### config.mk
export PLATFORM = sky130hd
export DESIGN_NAME = rtc_read_sequencer
export DESIGN_NICKNAME = d
export VERILOG_FILES = /design/src/rtl/rtc_read_sequencer.sv
export SDC_FILE = /design/constraint.sdc
export NUM_CORES = 1
export LEC_CHECK = 0
export ABC_AREA = 1
export BUFFER_PORTS_ARGS = -buffer_cell sky130_fd_sc_hd__buf_2
export CORE_ASPECT_RATIO = 0.9
export CORE_MARGIN = 1
export CORE_UTILIZATION = 54
export CTS_CLUSTER_SIZE = 30
export DETAILED_ROUTE_END_ITERATION = 10
export PLACE_DENSITY_LB_ADDON = 0.08
export SYNTH_ARGS = -nofsm -noshare
export SYNTH_HDL_FRONTEND = slang
export SYNTH_SLANG_ARGS = --single-unit
### constraint.sdc
create_clock -name clk -period 1.8 [get_ports clk]
set_input_delay 0.18 -clock clk [delete_from_list [all_inputs] [get_ports clk]]
set_output_delay 0.18 -clock clk [all_outputs]
set_load 0.02 [all_outputs]
### src/rtl/rtc_read_sequencer.sv
// rtc_read_sequencer: reads the 11 RTC time/date/timer registers over a multiplexed address/data bus.
module rtc_read_sequencer #(
  parameter int T_PHASE = 4
) (
  input  logic       clk,
  input  logic       reset,
  input  logic       start,
  input  logic       abort,
  input  logic [7:0] ad_in,
  output logic [7:0] ad_out,
  output logic       ad_oe,
  output logic       a_d,
  output logic       cs_n,
  output logic       rd_n,
  output logic       wr_n,
  output logic       cap_valid,
  output logic [3:0] cap_index,
  output logic [7:0] cap_data,
  output logic       busy,
  output logic       done
);
  typedef enum logic [2:0] {IDLE, ADDR, ADDR_HOLD, DATA, GAP, FIN} state_t;
  localparam logic [7:0] LAST = 8'(T_PHASE - 1);
  state_t     state;
  logic [7:0] cnt;
  logic [3:0] idx;
  logic       last;
  assign last = cnt == LAST;
  function automatic logic [7:0] addr_of(input logic [3:0] i);
    return i < 4'd8 ? 8'h21 + {4'h0, i} : 8'h39 + {4'h0, i};
  endfunction
  always_ff @(posedge clk) begin
    if (reset) begin
      state     <= IDLE;
      cnt       <= '0;
      idx       <= '0;
      ad_out    <= '0;
      ad_oe     <= 1'b0;
      a_d       <= 1'b0;
      cs_n      <= 1'b1;
      rd_n      <= 1'b1;
      wr_n      <= 1'b1;
      cap_valid <= 1'b0;
      cap_index <= '0;
      cap_data  <= '0;
      busy      <= 1'b0;
      done      <= 1'b0;
    end else begin
      cap_valid <= 1'b0;
      done      <= 1'b0;
      if (abort) begin
        state <= IDLE;
        cnt   <= '0;
        idx   <= '0;
        ad_oe <= 1'b0;
        a_d   <= 1'b0;
        cs_n  <= 1'b1;
        rd_n  <= 1'b1;
        wr_n  <= 1'b1;
        busy  <= 1'b0;
      end else begin
        cnt <= last || state == IDLE || state == FIN ? 8'd0 : cnt + 8'd1;
        case (state)
          IDLE: if (start) begin
            state  <= ADDR;
            idx    <= '0;
            ad_out <= addr_of(4'd0);
            ad_oe  <= 1'b1;
            cs_n   <= 1'b0;
            wr_n   <= 1'b0;
            busy   <= 1'b1;
          end
          ADDR: if (last) begin
            state <= ADDR_HOLD;
            cs_n  <= 1'b1;
            wr_n  <= 1'b1;
          end
          // ad_oe drops on the same edge rd_n falls, so the two never overlap
          ADDR_HOLD: if (last) begin
            state <= DATA;
            ad_oe <= 1'b0;
            a_d   <= 1'b1;
            cs_n  <= 1'b0;
            rd_n  <= 1'b0;
          end
          DATA: if (last) begin
            state     <= GAP;
            cap_data  <= ad_in;
            cap_index <= idx;
            cap_valid <= 1'b1;
            a_d       <= 1'b0;
            cs_n      <= 1'b1;
            rd_n      <= 1'b1;
          end
          GAP: if (last) begin
            if (idx == 4'd10) begin
              state <= FIN;
              done  <= 1'b1;
            end else begin
              state  <= ADDR;
              idx    <= idx + 4'd1;
              ad_out <= addr_of(idx + 4'd1);
              ad_oe  <= 1'b1;
              cs_n   <= 1'b0;
              wr_n   <= 1'b0;
            end
          end
          FIN: begin
            state <= IDLE;
            busy  <= 1'b0;
          end
          default: state <= IDLE;
        endcase
      end
    end
  end
endmodule

### Word level (Yosys, flattened, before mapping)

Index checks and enable logic that the tools add are counted.

* bits in registers: 43
* word-level logic and storage cells: 92

* add/sub/neg operators: 4
* $lt $le $gt $ge: 1
* bitwise gates (word level): 4
* eq/ne operators: 14
* reduce and logical (&&, ||, !) cells: 23
* muxes and demuxes: 32

Operators by type and width (count)
* two-way mux 8 bit: 3
* AND reduction 5 bit: 4
* two-way mux 3 bit: 6
* case mux 8 bit (2 select lines): 1
* case mux 3 bit (5 select lines): 1
* adder 6 x 4 -> 7 bit (first input constant): 2
* two-way mux 4 bit: 3
* inequality test 2 bit (second input constant): 6
* two-way mux 1 bit: 10
* adder 8 x 1 -> 8 bit (second input constant): 1
* == test 8 x 2 -> 1 bit (second input constant): 1
* case mux 4 bit (2 select lines): 1
* two-way mux 7 bit: 1
* == test 3 x 2 -> 1 bit (second input constant): 2
* == test 3 bit (second input constant): 2
* case mux 1 bit (2 select lines): 3
* case mux 1 bit (3 select lines): 2
* AND reduction 3 bit: 2
* AND reduction 6 bit: 1
* nonzero test 2 bit: 3
* nonzero test 3 bit: 2
* OR reduction 3 bit: 2
* adder 4 x 1 -> 4 bit (second input constant): 1
* == test 4 bit (second input constant): 1
* 12 further kinds: 17

### Logic depth before layout (Yosys ltp)

* word-level depth: 6
* depth in mapped cells: 9

### Worst setup path after synthesis

OpenSTA, ideal clock, no wires.

* kind: flip-flop to flip-flop
* from: register idx[0]
* to: register cs_n
* library setup time: 0.119 ns
* cell stages (with the launch flop): 9
* arrival time: 1.319 ns
* buffers on the path: 0
* path slack: 0.362 ns
* cell sequence: dfxtp_1 inv_1 ha_1 nand3_1 nor2_1 nor2_1 nand2_1 a21oi_1 o21ai_1

* word-level cells in the longest chain between the ends: 3

Ends and longest elaborated chain
* from (decl): line 26 `logic [3:0] idx;`
* from (signal assigned): line 101 `idx <= idx + 4'd1;`
* == test 4 bit: line 96 `if (idx == 4'd10) begin`
* inequality test 2 bit (no line)
* AND reduction 6 bit (no line)
* to (signal assigned): line 83 `cs_n <= 1'b0;`
* to (signal assigned): line 92 `cs_n <= 1'b1;`
* to (signal assigned): line 104 `cs_n <= 1'b0;`
* to (decl): line 13 `output logic cs_n,`

Every way passes these cells.
A chain may end at the register's enable or synchronous reset.

### Worst setup path after layout

* from: register cnt[0]
* to: register cap_data[4]

* word-level cells in the longest chain between the ends: 2

Ends and longest elaborated chain
* from (decl): line 25 `logic [7:0] cnt;`
* from (signal assigned): line 62 `cnt <= last || state == IDLE || state == FIN ? 8'd0 : cnt + 8'd1;`
* == test 8 x 2 -> 1 bit: line 28 `assign last = cnt == LAST;`
* AND reduction 3 bit (no line)
* to (signal assigned): line 88 `cap_data <= ad_in;`
* to (decl): line 18 `output logic [7:0] cap_data,`

Every way passes these cells.

==> results.py <==
metrics = {
    "outcome": {
        "status": "completed",
    },
    "sta": {
        "slew_violations": 0,
        "period_share_pct": 89.6,
        "finalSetupTns_ns": 0,
        "min_period_ns": 1.61,
        "setup_viol": 0,
        "finalWorstSetupSlack_ns": 0.187,
        "skew_ns": 0.00358,
        "hold_viol": 0,
        "fmaxAchievable_mhz": 620,
        "rsz0062_at_grt": "yes",
    },
    "drt": {
        "vias": 1681,
        "wire_per_inst_um": 10.5,
        "drcViolationCount": 0,
        "drt_iter0_drc": 90,
        "via_per_inst": 4.83,
        "drt_pass1_iterations": 4,
        "wirelength_mm": 3.67,
        "ant_nets": 0,
    },
    "clocking": {
        "holdBufCountCts": 0,
        "h-tree-depth": 2,
        "cts.sinks": 42,
        "path_clk_slew_ns": 0.08,
        "ctsResizeCount": 0,
        "clk_latency_ns": 0.28,
        "cts-root-buf": "clkbuf_8",
        "cts_tree": "yes",
        "numCtsBuffers": 5,
        "cts_setup_buffers": 0,
        "clockBufferDepth": 2,
    },
    "pwr": {
        "power_leakage_nw": 1.01,
        "p_total_mw": 1.74,
        "p_per_area_nw_per_um2": 769,
        "ir_drop_mv": 0.635,
    },
    "place": {
        "gp_congestion": 0.898,
        "portBuffers": 38,
        "hpwl_mm": 2.72,
        "dpl_cell_area_um2": 2180,
        "dp_slack_ns": 0.218,
        "dpl.cell_count": 340,
    },
    "cells_and_area": {
        "nNetsFinal": 318,
        "syn_to_final_growth_pct": 15.7,
        "drive_gt1_share_pct": 23.4,
        "finalInstanceArea_um2": 2260,
        "fill_cells": 314,
        "antenna_cells": 0,
        "instances_no_fill": 348,
    },
    "critical_path": {
        "cp_max_fo": 24,
        "endpoint_kind": "register",
        "critPathLaunchType": "register",
        "crit_chain": "ha_1 -> nand2_1 -> nor2_2 -> nand4_4 -> o21ai_0 -> a21oi_1",
        "criticalPathCategory": "register to register",
        "worstPathRequired_ns": 1.97,
        "cp_slowest_cell": "dfxtp_1",
        "slowest_delay_ns": 0.36,
        "arrival_ns": 1.78,
    },
    "synth": {
        "synth_top_cells_by_area": "dfxtp_1, nand2_1, a21oi_1, nor2_1, inv_1",
        "ys.flop_type": "dfxtp_1",
        "synth.most_common_cell": "dfxtp_1",
        "synthCells": 261,
        "async_reset_ff_share_pct": 0,
        "yosys.area.top_type": "dfxtp_1",
        "yosysWarningCount": 0,
        "syn_area_per_cell_um2": 7.50,
        "synth_common_cells": "dfxtp_1, nand2_1, nor2_1",
        "syn_nets": 276,
        "synth_cell_types": 33,
        "synth_top_cell_area_share_pct": 42.9,
        "syn-cell-area_um2": 1960,
        "ys_seq_area_share_pct": 42.9,
        "ys_ff_latch": 42,
        "synth_edf_count": 0,
    },
    "floorplan": {
        "initial_utilization_pct": 57.1,
        "core_area_um2": 3430,
        "ios": 40,
        "die_y_um": 59.1,
        "row_count": 20,
        "die-area_um2": 3870,
        "die_x_um": 65.5,
    },
    "global_route": {
        "grt_pass1_wl_mm": 6.27,
        "antenna_found_initial": 0,
        "overflow": 0,
        "gr-usage-all-layers_pct": 21.0,
        "grt_max_degree": 25,
        "grt_pass1_vias": 1486,
    },
    "job": {
        "cap_violations": 0,
    },
    "worst_hold_path": {
        "hp-class": "primary input to register",
    },
}
-- flip-flops by register name, summed over array words and instances (netlist names) --
register,count
ad_oe,1
busy,1
done,1
ad_out,7
idx,4
cap_data,8
cap_index,4
a_d,1
state,3
cnt,8
cap_valid,1
rd_n,1
cs_n,1
wr_n,1
-- final timing paths --
path / from / end / slack [ns] / cells past startpoint
worst max-delay path: cnt[0]$_SDFF_PP0_ / cap_data[4]$_SDFFE_PP0P_ / 0.19 / 6
worst min-delay path: ad_in[3] / cap_data[3]$_SDFFE_PP0P_ / 0.16 / 3
worst max register to register: cnt[0]$_SDFF_PP0_ / cap_data[4]$_SDFFE_PP0P_ / 0.19 / 6
worst min register to register: cap_data[0]$_SDFFE_PP0P_ / cap_data[0]$_SDFFE_PP0P_ / 0.44 / 2
-- critical path, delay by kind of cell, from the launching register on --
family,cells,cell delay [ns]
flip-flops,1,0.36
AO/OA/AOI/OAI,2,0.33
adder cells (fa/ha/maj),1,0.22
AND/OR/NAND/NOR,3,0.59
-- cell type report --
class,count,area (um2),share of cell area [%]
Multi-Input combinational cell,175,931,41.1
Inverter,39,146,6.46
Tap cell,44,55.1,2.43
Timing Repair Buffer,40,205,9.06
Clock buffer,6,72.6,3.20
Sequential cell,42,841,37.1
Clock inverter,2,13.8,0.608
-- where the power goes --
group	switching, mW	leakage, nW	internal, mW
Sequential	0.0149	0.340	0.948
Combinational	0.124	0.628	0.0679
Clock	0.313	0.0452	0.274
-- placed cells by master (no fill, tap or decap), types with 2 or more instances in the layout --
cell,n
buf_2,38
nand2_4,2
nand3_1,14
o211ai_1,2
clkbuf_8,5
inv_1,34
nor3_1,3
xor2_1,5
nor2_2,4
o21ai_0,7
nand2_2,5
o21ai_1,14
nand4_4,2
nand2_1,39
dfxtp_1,42
nor2_1,35
a21oi_1,28
inv_2,5
buf_4,2
ha_1,3
-- routing by layer --
layer / global-route usage [%] / routed length [um]
met2: 33.0 / 1560
met1: 28.2 / 1900
met5: 0 / 0
met3: 5.00 / 189
met4: 7.14 / 19
-- kinds of logic (layout without fill, tap and decap cells) --
family	Yosys count	after routing	synth area share, %
AOI/OAI and AO/OA	53	53	14.1
other	1	1	0.192
and+or+nand+nor	112	112	28.6
DFF	42	42	42.9
buffers and inverters	44	87	9.52
adders and majority gates	3	3	1.92
xor gates and xnor gates	6	6	2.68
-- stage by stage --
step                hold WS, ns  utilization [%]
floorplan                 0.249                -
global placement          0.430             63.5
detailed placement        0.433             63.5
CTS                       0.151             66.1
global route              0.169             66.1
finish                    0.157             66.1
No activity file was read; power rests on OpenSTA's default activity.
